==> config.mk <==
export PLATFORM = sky130hd
export DESIGN_NAME = stack_cmd_ctrl_flat
export DESIGN_NICKNAME = d
export VERILOG_FILES = /design/src/rtl/stack_cmd_ctrl_if.sv /design/src/rtl/stack_cmd_ctrl.sv /design/src/flat_wrapper.sv
export SDC_FILE = /design/constraint.sdc
export NUM_CORES = 1
export LEC_CHECK = 0
export CAP_MARGIN = 20
export CORE_ASPECT_RATIO = 1.1
export CORE_MARGIN = 3
export CORE_UTILIZATION = 45
export CTS_CLUSTER_SIZE = 28
export DETAILED_ROUTE_END_ITERATION = 10
export DONT_BUFFER_PORTS = 1
export GPL_TIMING_DRIVEN = 0
export PLACE_DENSITY = 0.64
export SLEW_MARGIN = 25
export SYNTH_ARGS = -nofsm -noshare
export SYNTH_HDL_FRONTEND = slang
export SYNTH_SLANG_ARGS = --single-unit
==> constraint.sdc <==
create_clock -name clk -period 3.95 [get_ports clk]
set_clock_uncertainty 0.05 [all_clocks]
set_input_delay 0.9875 -clock clk [delete_from_list [all_inputs] [get_ports clk]]
set_output_delay 0.9875 -clock clk [all_outputs]
set_load 0.1 [all_outputs]
==> src/rtl/stack_cmd_ctrl_if.sv <==
// Command bundle between the BASYS3 button/switch front-end and the LIFO stack.
// master = board/stack side (drives raw inputs), slave = stack_cmd_ctrl.
interface stack_cmd_ctrl_if #(
   parameter int DATA_SIZE = 8
);
   logic                 btn_push;
   logic                 btn_pop;
   logic [DATA_SIZE-1:0] sw_data;
   logic                 stack_full;
   logic                 stack_empty;
   logic                 err_clr;
   logic                 push;
   logic                 pop;
   logic [DATA_SIZE-1:0] push_data;
   logic                 err_overflow;
   logic                 err_underflow;

   modport master (
      output btn_push, btn_pop, sw_data, stack_full, stack_empty, err_clr,
      input  push, pop, push_data, err_overflow, err_underflow
   );

   modport slave (
      input  btn_push, btn_pop, sw_data, stack_full, stack_empty, err_clr,
      output push, pop, push_data, err_overflow, err_underflow
   );
endinterface

==> src/rtl/stack_cmd_ctrl.sv <==
// Push/pop button front-end for the LIFO stack: synchronise, debounce, one command per press.
// Optional auto-repeat while a single button is held: define STACK_CMD_AUTOREPEAT_EN.
module stack_cmd_ctrl #(
   parameter int DATA_SIZE     = 8,
   parameter int DB_CYCLES     = 1000000,
   parameter int REPEAT_CYCLES = 50000000
) (
   input  logic            clk,
   input  logic            reset,
   stack_cmd_ctrl_if.slave cmd
);
   localparam int              DB_W    = (DB_CYCLES > 1) ? $clog2(DB_CYCLES) : 1;
   localparam logic [DB_W-1:0] DB_LAST = DB_W'(DB_CYCLES - 1);

   if (DB_CYCLES < 1 || REPEAT_CYCLES < 2) begin : g_bad_params
      $error("stack_cmd_ctrl: DB_CYCLES must be >= 1 and REPEAT_CYCLES >= 2");
   end

   typedef enum logic [1:0] {IDLE, ISSUE_PUSH, ISSUE_POP, HOLD} state_t;

   // Bit 0 is the push button, bit 1 the pop button throughout.
   logic [1:0]                 btn_s1_q, btn_s1_d, btn_s2_q, btn_s2_d;
   logic [DATA_SIZE-1:0]       sw_s1_q, sw_s1_d, sw_s2_q, sw_s2_d;
   logic [1:0]                 db_q, db_d, db_prev_q, db_prev_d;
   logic [1:0][DB_W-1:0]       db_cnt_q, db_cnt_d;
   logic [1:0]                 press;
   state_t                     state_q, state_d;
   logic [DATA_SIZE-1:0]       push_data_q, push_data_d;
   logic                       err_ovf_q, err_ovf_d, err_unf_q, err_unf_d;
   logic                       do_push, do_pop, ovf_set, unf_set;
`ifdef STACK_CMD_AUTOREPEAT_EN
   localparam int               REP_W    = $clog2(REPEAT_CYCLES);
   // Fires one cycle early so the ISSUE cycle completes the REPEAT_CYCLES period.
   localparam logic [REP_W-1:0] REP_FIRE = REP_W'(REPEAT_CYCLES - 2);
   logic [REP_W-1:0]            rep_cnt_q, rep_cnt_d;
`endif

   always_comb begin
      btn_s1_d  = {cmd.btn_pop, cmd.btn_push};
      btn_s2_d  = btn_s1_q;
      sw_s1_d   = cmd.sw_data;
      sw_s2_d   = sw_s1_q;
      db_prev_d = db_q;
      // NOTE: every output of a combinational block gets a default first, so no path can infer a latch.
      db_d      = db_q;
      db_cnt_d  = db_cnt_q;
      for (int i = 0; i < 2; i++) begin
         if (btn_s2_q[i] == db_q[i]) begin
            db_cnt_d[i] = '0;
         end else if (db_cnt_q[i] == DB_LAST) begin
            db_d[i]     = ~db_q[i];
            db_cnt_d[i] = '0;
         end else begin
            db_cnt_d[i] = db_cnt_q[i] + DB_W'(1);
         end
      end
   end

   assign press = db_q & ~db_prev_q;

   always_comb begin
      state_d     = state_q;
      push_data_d = push_data_q;
      err_ovf_d   = err_ovf_q;
      err_unf_d   = err_unf_q;
      do_push     = 1'b0;
      do_pop      = 1'b0;
      ovf_set     = 1'b0;
      unf_set     = 1'b0;
`ifdef STACK_CMD_AUTOREPEAT_EN
      rep_cnt_d   = '0;
`endif
      case (state_q)
         IDLE: begin
            do_push = press[0];
            do_pop  = press[1] & ~press[0];
         end
         ISSUE_PUSH, ISSUE_POP: state_d = HOLD;
         HOLD: begin
            if (db_q == 2'b00) begin
               state_d = IDLE;
            end
`ifdef STACK_CMD_AUTOREPEAT_EN
            else if ($onehot(db_q)) begin
               if (rep_cnt_q == REP_FIRE) begin
                  do_push = db_q[0];
                  do_pop  = db_q[1];
               end else begin
                  rep_cnt_d = rep_cnt_q + REP_W'(1);
               end
            end
`endif
         end
         default: state_d = IDLE;
      endcase

      // Shared command evaluation for both fresh presses and auto-repeats.
      if (do_push) begin
         if (cmd.stack_full) begin
            ovf_set = 1'b1;
            state_d = HOLD;
         end else begin
            push_data_d = sw_s2_q;
            state_d     = ISSUE_PUSH;
         end
      end else if (do_pop) begin
         if (cmd.stack_empty) begin
            unf_set = 1'b1;
            state_d = HOLD;
         end else begin
            state_d = ISSUE_POP;
         end
      end

      if (cmd.err_clr) begin
         err_ovf_d = 1'b0;
         err_unf_d = 1'b0;
      end
      if (ovf_set) err_ovf_d = 1'b1;
      if (unf_set) err_unf_d = 1'b1;
   end

   always_ff @(posedge clk or posedge reset) begin
      if (reset) begin
         btn_s1_q    <= '0;
         btn_s2_q    <= '0;
         sw_s1_q     <= '0;
         sw_s2_q     <= '0;
         db_q        <= '0;
         db_prev_q   <= '0;
         db_cnt_q    <= '0;
         state_q     <= IDLE;
         push_data_q <= '0;
         err_ovf_q   <= 1'b0;
         err_unf_q   <= 1'b0;
`ifdef STACK_CMD_AUTOREPEAT_EN
         rep_cnt_q   <= '0;
`endif
      end else begin
         // NOTE: non-blocking assignments so every flop samples pre-edge values regardless of order.
         btn_s1_q    <= btn_s1_d;
         btn_s2_q    <= btn_s2_d;
         sw_s1_q     <= sw_s1_d;
         sw_s2_q     <= sw_s2_d;
         db_q        <= db_d;
         db_prev_q   <= db_prev_d;
         db_cnt_q    <= db_cnt_d;
         state_q     <= state_d;
         push_data_q <= push_data_d;
         err_ovf_q   <= err_ovf_d;
         err_unf_q   <= err_unf_d;
`ifdef STACK_CMD_AUTOREPEAT_EN
         rep_cnt_q   <= rep_cnt_d;
`endif
      end
   end

   assign cmd.push          = (state_q == ISSUE_PUSH);
   assign cmd.pop           = (state_q == ISSUE_POP);
   assign cmd.push_data     = push_data_q;
   assign cmd.err_overflow  = err_ovf_q;
   assign cmd.err_underflow = err_unf_q;
endmodule

==> src/flat_wrapper.sv <==
// flat-port wrapper written by rule: the top's interface ports become plain ports
module stack_cmd_ctrl_flat 
#(
   parameter int DATA_SIZE     = 8,
   parameter int DB_CYCLES     = 1000000,
   parameter int REPEAT_CYCLES = 50000000
)
  (clk, reset, cmd_btn_push, cmd_btn_pop, cmd_sw_data, cmd_stack_full, cmd_stack_empty, cmd_err_clr, cmd_push, cmd_pop, cmd_push_data, cmd_err_overflow, cmd_err_underflow);
  stack_cmd_ctrl_if #(.DATA_SIZE(DATA_SIZE)) cmd_i ();
  input  logic clk;
  input  logic reset;
  input wire logic [$bits(cmd_i.btn_push)-1:0] cmd_btn_push;
  input wire logic [$bits(cmd_i.btn_pop)-1:0] cmd_btn_pop;
  input wire logic [$bits(cmd_i.sw_data)-1:0] cmd_sw_data;
  input wire logic [$bits(cmd_i.stack_full)-1:0] cmd_stack_full;
  input wire logic [$bits(cmd_i.stack_empty)-1:0] cmd_stack_empty;
  input wire logic [$bits(cmd_i.err_clr)-1:0] cmd_err_clr;
  output wire logic [$bits(cmd_i.push)-1:0] cmd_push;
  output wire logic [$bits(cmd_i.pop)-1:0] cmd_pop;
  output wire logic [$bits(cmd_i.push_data)-1:0] cmd_push_data;
  output wire logic [$bits(cmd_i.err_overflow)-1:0] cmd_err_overflow;
  output wire logic [$bits(cmd_i.err_underflow)-1:0] cmd_err_underflow;
  assign cmd_i.btn_push = cmd_btn_push;
  assign cmd_i.btn_pop = cmd_btn_pop;
  assign cmd_i.sw_data = cmd_sw_data;
  assign cmd_i.stack_full = cmd_stack_full;
  assign cmd_i.stack_empty = cmd_stack_empty;
  assign cmd_i.err_clr = cmd_err_clr;
  assign cmd_push = cmd_i.push;
  assign cmd_pop = cmd_i.pop;
  assign cmd_push_data = cmd_i.push_data;
  assign cmd_err_overflow = cmd_i.err_overflow;
  assign cmd_err_underflow = cmd_i.err_underflow;
  stack_cmd_ctrl #(.DATA_SIZE(DATA_SIZE), .DB_CYCLES(DB_CYCLES), .REPEAT_CYCLES(REPEAT_CYCLES)) u_core (.clk(clk), .reset(reset), .cmd(cmd_i));
endmodule
=== Word level (Yosys, flattened, before mapping) ===
Index checks and enable logic that the tools add are counted.
W data, S select, Z words.

* Flip-flop bits (word level): 76
* Input port bits: 15
* Output and inout bits: 12
* Logic and storage cells: 62

* Add/subtract/negate cells: 2
* Equality and inequality tests: 8
* Muxes and demuxes: 20
* Bitwise logic cells: 9
* Reductions and logical operators: 10

{| class="wikitable"
|+ Operators with widths
! cell !! count
|-
| $mux W20 || 4
|-
| $add A20 B1 Y20 const B || 2
|-
| $eq A20 B20 Y1 const B || 2
|-
| $mux W1 || 11
|-
| $mux W2 || 4
|-
| $reduce_and A2 Y1 || 4
|-
| $not A1 Y1 || 6
|-
| $eq A2 B2 Y1 const B || 2
|-
| $logic_not A2 Y1 || 2
|-
| $ne A4 B1 Y1 const B || 1
|-
| $pmux W2 S2 || 1
|-
| $reduce_bool A2 Y1 || 2
|-
| $reduce_bool A4 Y1 || 1
|-
| $and A2 B2 Y2 || 1
|-
| $eq A1 B1 Y1 || 2
|-
| $eq A2 B1 Y1 const B || 1
|-
| $not A2 Y2 || 1
|-
| $reduce_or A2 Y1 || 1
|-
| $and A1 B1 Y1 || 1
|}

=== Depth between registers and ports, before layout ===
* Depth in word-level cells: 8
* Depth in mapped cells: 6
* Gate-level depth less buffers: 6

=== Least setup slack after synthesis ===
OpenSTA, ideal clock, no wires.

* Kind: reg-to-output
* Start point: register u_core.state_q[0]
* End point: output cmd_pop
* Arrival: 1272 ps
* Data required time: 2913 ps
* Slack: 1640 ps
* Cell stages (with the launch flop): 3
* Buffers on the path: 0
* Cells stage by stage: dfrtp_1 -> inv_1 -> ha_1

* Word-level cells in the longest chain between the ends: 1

{| class="wikitable"
|+ Ends and longest elaborated chain
! item !! line !! text
|-
| start, declared || stack_cmd_ctrl.sv:27 || <nowiki>state_t state_q, state_d;</nowiki>
|-
| start signal, assigned || stack_cmd_ctrl.sv:148 || <nowiki>state_q <= state_d;</nowiki>
|-
| $eq A2 B2 Y1 || stack_cmd_ctrl.sv:159 || <nowiki>assign cmd.pop = (state_q == ISSUE_POP);</nowiki>
|-
| end, declared || flat_wrapper.sv:19 || <nowiki>output wire logic [$bits(cmd_i.pop)-1:0] cmd_pop;</nowiki>
|}

No other way between the ends.

=== Worst setup path in the final report ===
Same ends and word-level chain as after synthesis.

==> run metrics <==
Detailed Routing Iterations Pass 1 4; fin crit period 2.76 ns; die area 8240 um^2; Chip Width 86.8 um; top cells by area, synth dfrtp_1 (59%), xnor2_1 (4.1%), xor2_1 (4.1%); CP Depth 2; #FFs+latches synth 76; Gate Count Post-Synth 284; static leakage 1.54 nW; Vert. Die Dim 94.9 um; Placeable Area 6790 um^2; antenna violations before repair 0; Total GRT Usage 15.1%; relative slew slack 34.1%; WL met1 2550 um; Remaining DRCs 0; Root Driver clkbuf_8; metal2 WL 2470 um; FF-to-FF path depth 6; antenna viol nets, final 0; crit path launch type flop; crit-path cells inv_1 > ha_1; Yosys top cell by area dfrtp_1; synthesized area 3230 um^2; WHS Endpoint u_core.btn_s2_q[0]; vias in the first global route 2085; hold_ws 0.298 ns; setup TNS 0 ns; RR Endpoint u_core.db_cnt_q[12]; n_diodes 0; fillcell total 575; Ys Warns 0; CTS HTree Levels 3; met3 routed WL 180 um; crit path DAT 1.72 ns; setup slack, reg-to-reg 1.71 ns; Slowest cell on crit path ha_1; family with the most delay on the worst path adder cells; number of hold buffers added after CTS 0; share of layout cells above drive strength 1 10.0%; hold_sp u_core.btn_s1_q[0]; Worst Hold Class reg -> reg; placed wire-length estimate 3650 um; Reg area 1900 um^2; worst slew pin tran 0.991 ns; hold depth 0; Final nets 318; starting density of the core 47.6%; CP Max Fanout 4; highest metal used met4; DR vias 2028; clk_lat worst skew 0.34 ns; share of the synthesized area in the top cell type 58.8%; postcts setup bufs 0; Vias/cell 5.31; clk sink count 76; routed length per placed instance 13.9 um; Worst Setup Path Type reg -> out; unrepaired setup endpoints after global routing no; distinct cell type count after synthesis 35; Final period util 69.8%; maximum vdd drop 0.303 mV; first-pass GRT wire length 9600 um; Core Rows 31; largest net degree at the start of global routing 47; CTS tree done; Final Setup Violations 0; Max Cap Viol 0; syn_nets 306; clk buf depth 2; Multi-input gate area 1260 um^2; max frequency 0.363 GHz; Mean Syn Cell Area 11.4 um^2; worst r2r src u_core.db_cnt_q[12]; total CTS buffers 9; CTS clk-pin slew, worst paths 0.08 ns; grt ovf 0; input/output buffers 0; Hold Vio Cnt, Final 0; slowest stage delay, CP 0.82 ns; Initial DRC Count 52; status completed; RD Place Congestion 0.811; PwrDens 394 nW/um^2; WP buf/inv 1; Syn-to-layout area delta 9.99%; Max Slew Vio Count 0; Worst Setup End Kind primary output; CTS resizes 0; register area share after synthesis 58.8%; I/O pins 27; final wirelength 5300 um; Worst EP required 2.91 ns
[worst max path at each step]
stage	start	endpoint	slack, ns
floorplan	reset	u_core.btn_s1_q[0]	0.97
finish	u_core.state_q[0]	cmd_pop	1.19
detailed placement	u_core.state_q[0]	cmd_pop	1.57
CTS	u_core.state_q[0]	cmd_pop	1.17
global placement	reset	u_core.db_cnt_q[28]	0.26
global route	u_core.state_q[0]	cmd_pop	1.12
[state kept, by name (all words and copies together) (netlist names), 8 cells and up]
signal,flops
u_core.sw_s1_q,8
u_core.sw_s2_q,8
u_core.cmd.push_data,8
u_core.db_cnt_q,40
[cells in the mapped netlist, drive strengths merged]
library cell,number
a21oi,7
a22oi,1
and2,2
and3,3
and4,2
buf,2
clkbuf,3
dfrtp,76
ha,7
inv,13
mux2,10
mux2i,4
nand2,17
nand3,13
nand3b,2
nand4,10
nand4bb,1
nor2,34
nor2b,2
nor3,10
nor4,8
nor4b,2
o21ai,7
o22ai,2
o31ai,5
or2,1
or3,4
or4,5
or4b,1
xnor2,15
xor2,15
[cell type report]
type / instances / area share (%)
Buffer: 5 / 0.598
Clock buffer: 10 / 3.87
Clock inverter: 5 / 1.48
Inverter: 13 / 1.44
Multi-Input combinational cell: 190 / 35.4
Sequential cell: 76 / 53.5
Tap cell: 82 / 2.89
Timing Repair Buffer: 1 / 0.774
[per-layer routing]
metal | vias to the layer above | GRT usage, %
li1 | 1012 | -
met1 | 982 | 19.3
met2 | 26 | 23.6
met3 | 8 | 4.97
met4 | 0 | 6.23
met5 | - | 0
[kinds of logic (layout without fill, tap and decap cells)]
family | count (synthesis) | in the layout | share of synthesized area (%)
AO/OA/AOI/OAI | 22 | 22 | 4.37
XOR/XNOR | 30 | 30 | 8.13
adder cells (fa/ha/maj) | 7 | 7 | 2.71
buffers and inverters | 18 | 34 | 2.17
flip-flops | 76 | 76 | 58.8
multiplexers | 14 | 14 | 4.72
AND/OR/NAND/NOR | 117 | 117 | 19.0
[placed cells by master (no fill, tap or decap), drive strengths merged, types with 4 or more instances in the layout]
cell,netlist,routed
dfrtp,76,76
nor2,34,34
nand2,17,17
xor2,15,15
xnor2,15,15
nand3,13,13
inv,13,13
clkbuf,3,13
nor3,10,10
mux2,10,10
nand4,10,10
nor4,8,8
a21oi,7,7
ha,7,7
o21ai,7,7
or4,5,5
o31ai,5,5
mux2i,4,4
or3,4,4
[power breakdown]
| part | internal (mW) | total [mW] | switching, mW |
|---|---|---|---|
| logic | 0.00968 | 0.0355 | 0.0258 |
| registers | 0.793 | 0.801 | 0.00833 |
| clock network | 0.302 | 0.564 | 0.263 |
| total | 1.10 | 1.40 | 0.297 |
[metrics by stage]
stage                     utilization (%)  worst slack, ns  power, mW  cells  cell area (um^2)
after floorplan                         -            0.974      0.840    284              3230
after global placement               49.1            0.260      0.849    366              3330
after detailed placement             49.6             1.57      0.854    367              3360
after CTS                            52.4             1.17       1.43    382              3550
after global routing                 52.4             1.12       1.47    382              3550
final                                52.4             1.19       1.40    382              3550
[worst register-to-register path, delay by kind of cell (launching register included)]
kind            cells  cell delay, ns
flops               1            0.36
buf+inv             2            0.61
compound gates      1            0.50
simple gates        3            0.59
Power figures use the tool's default switching activity.
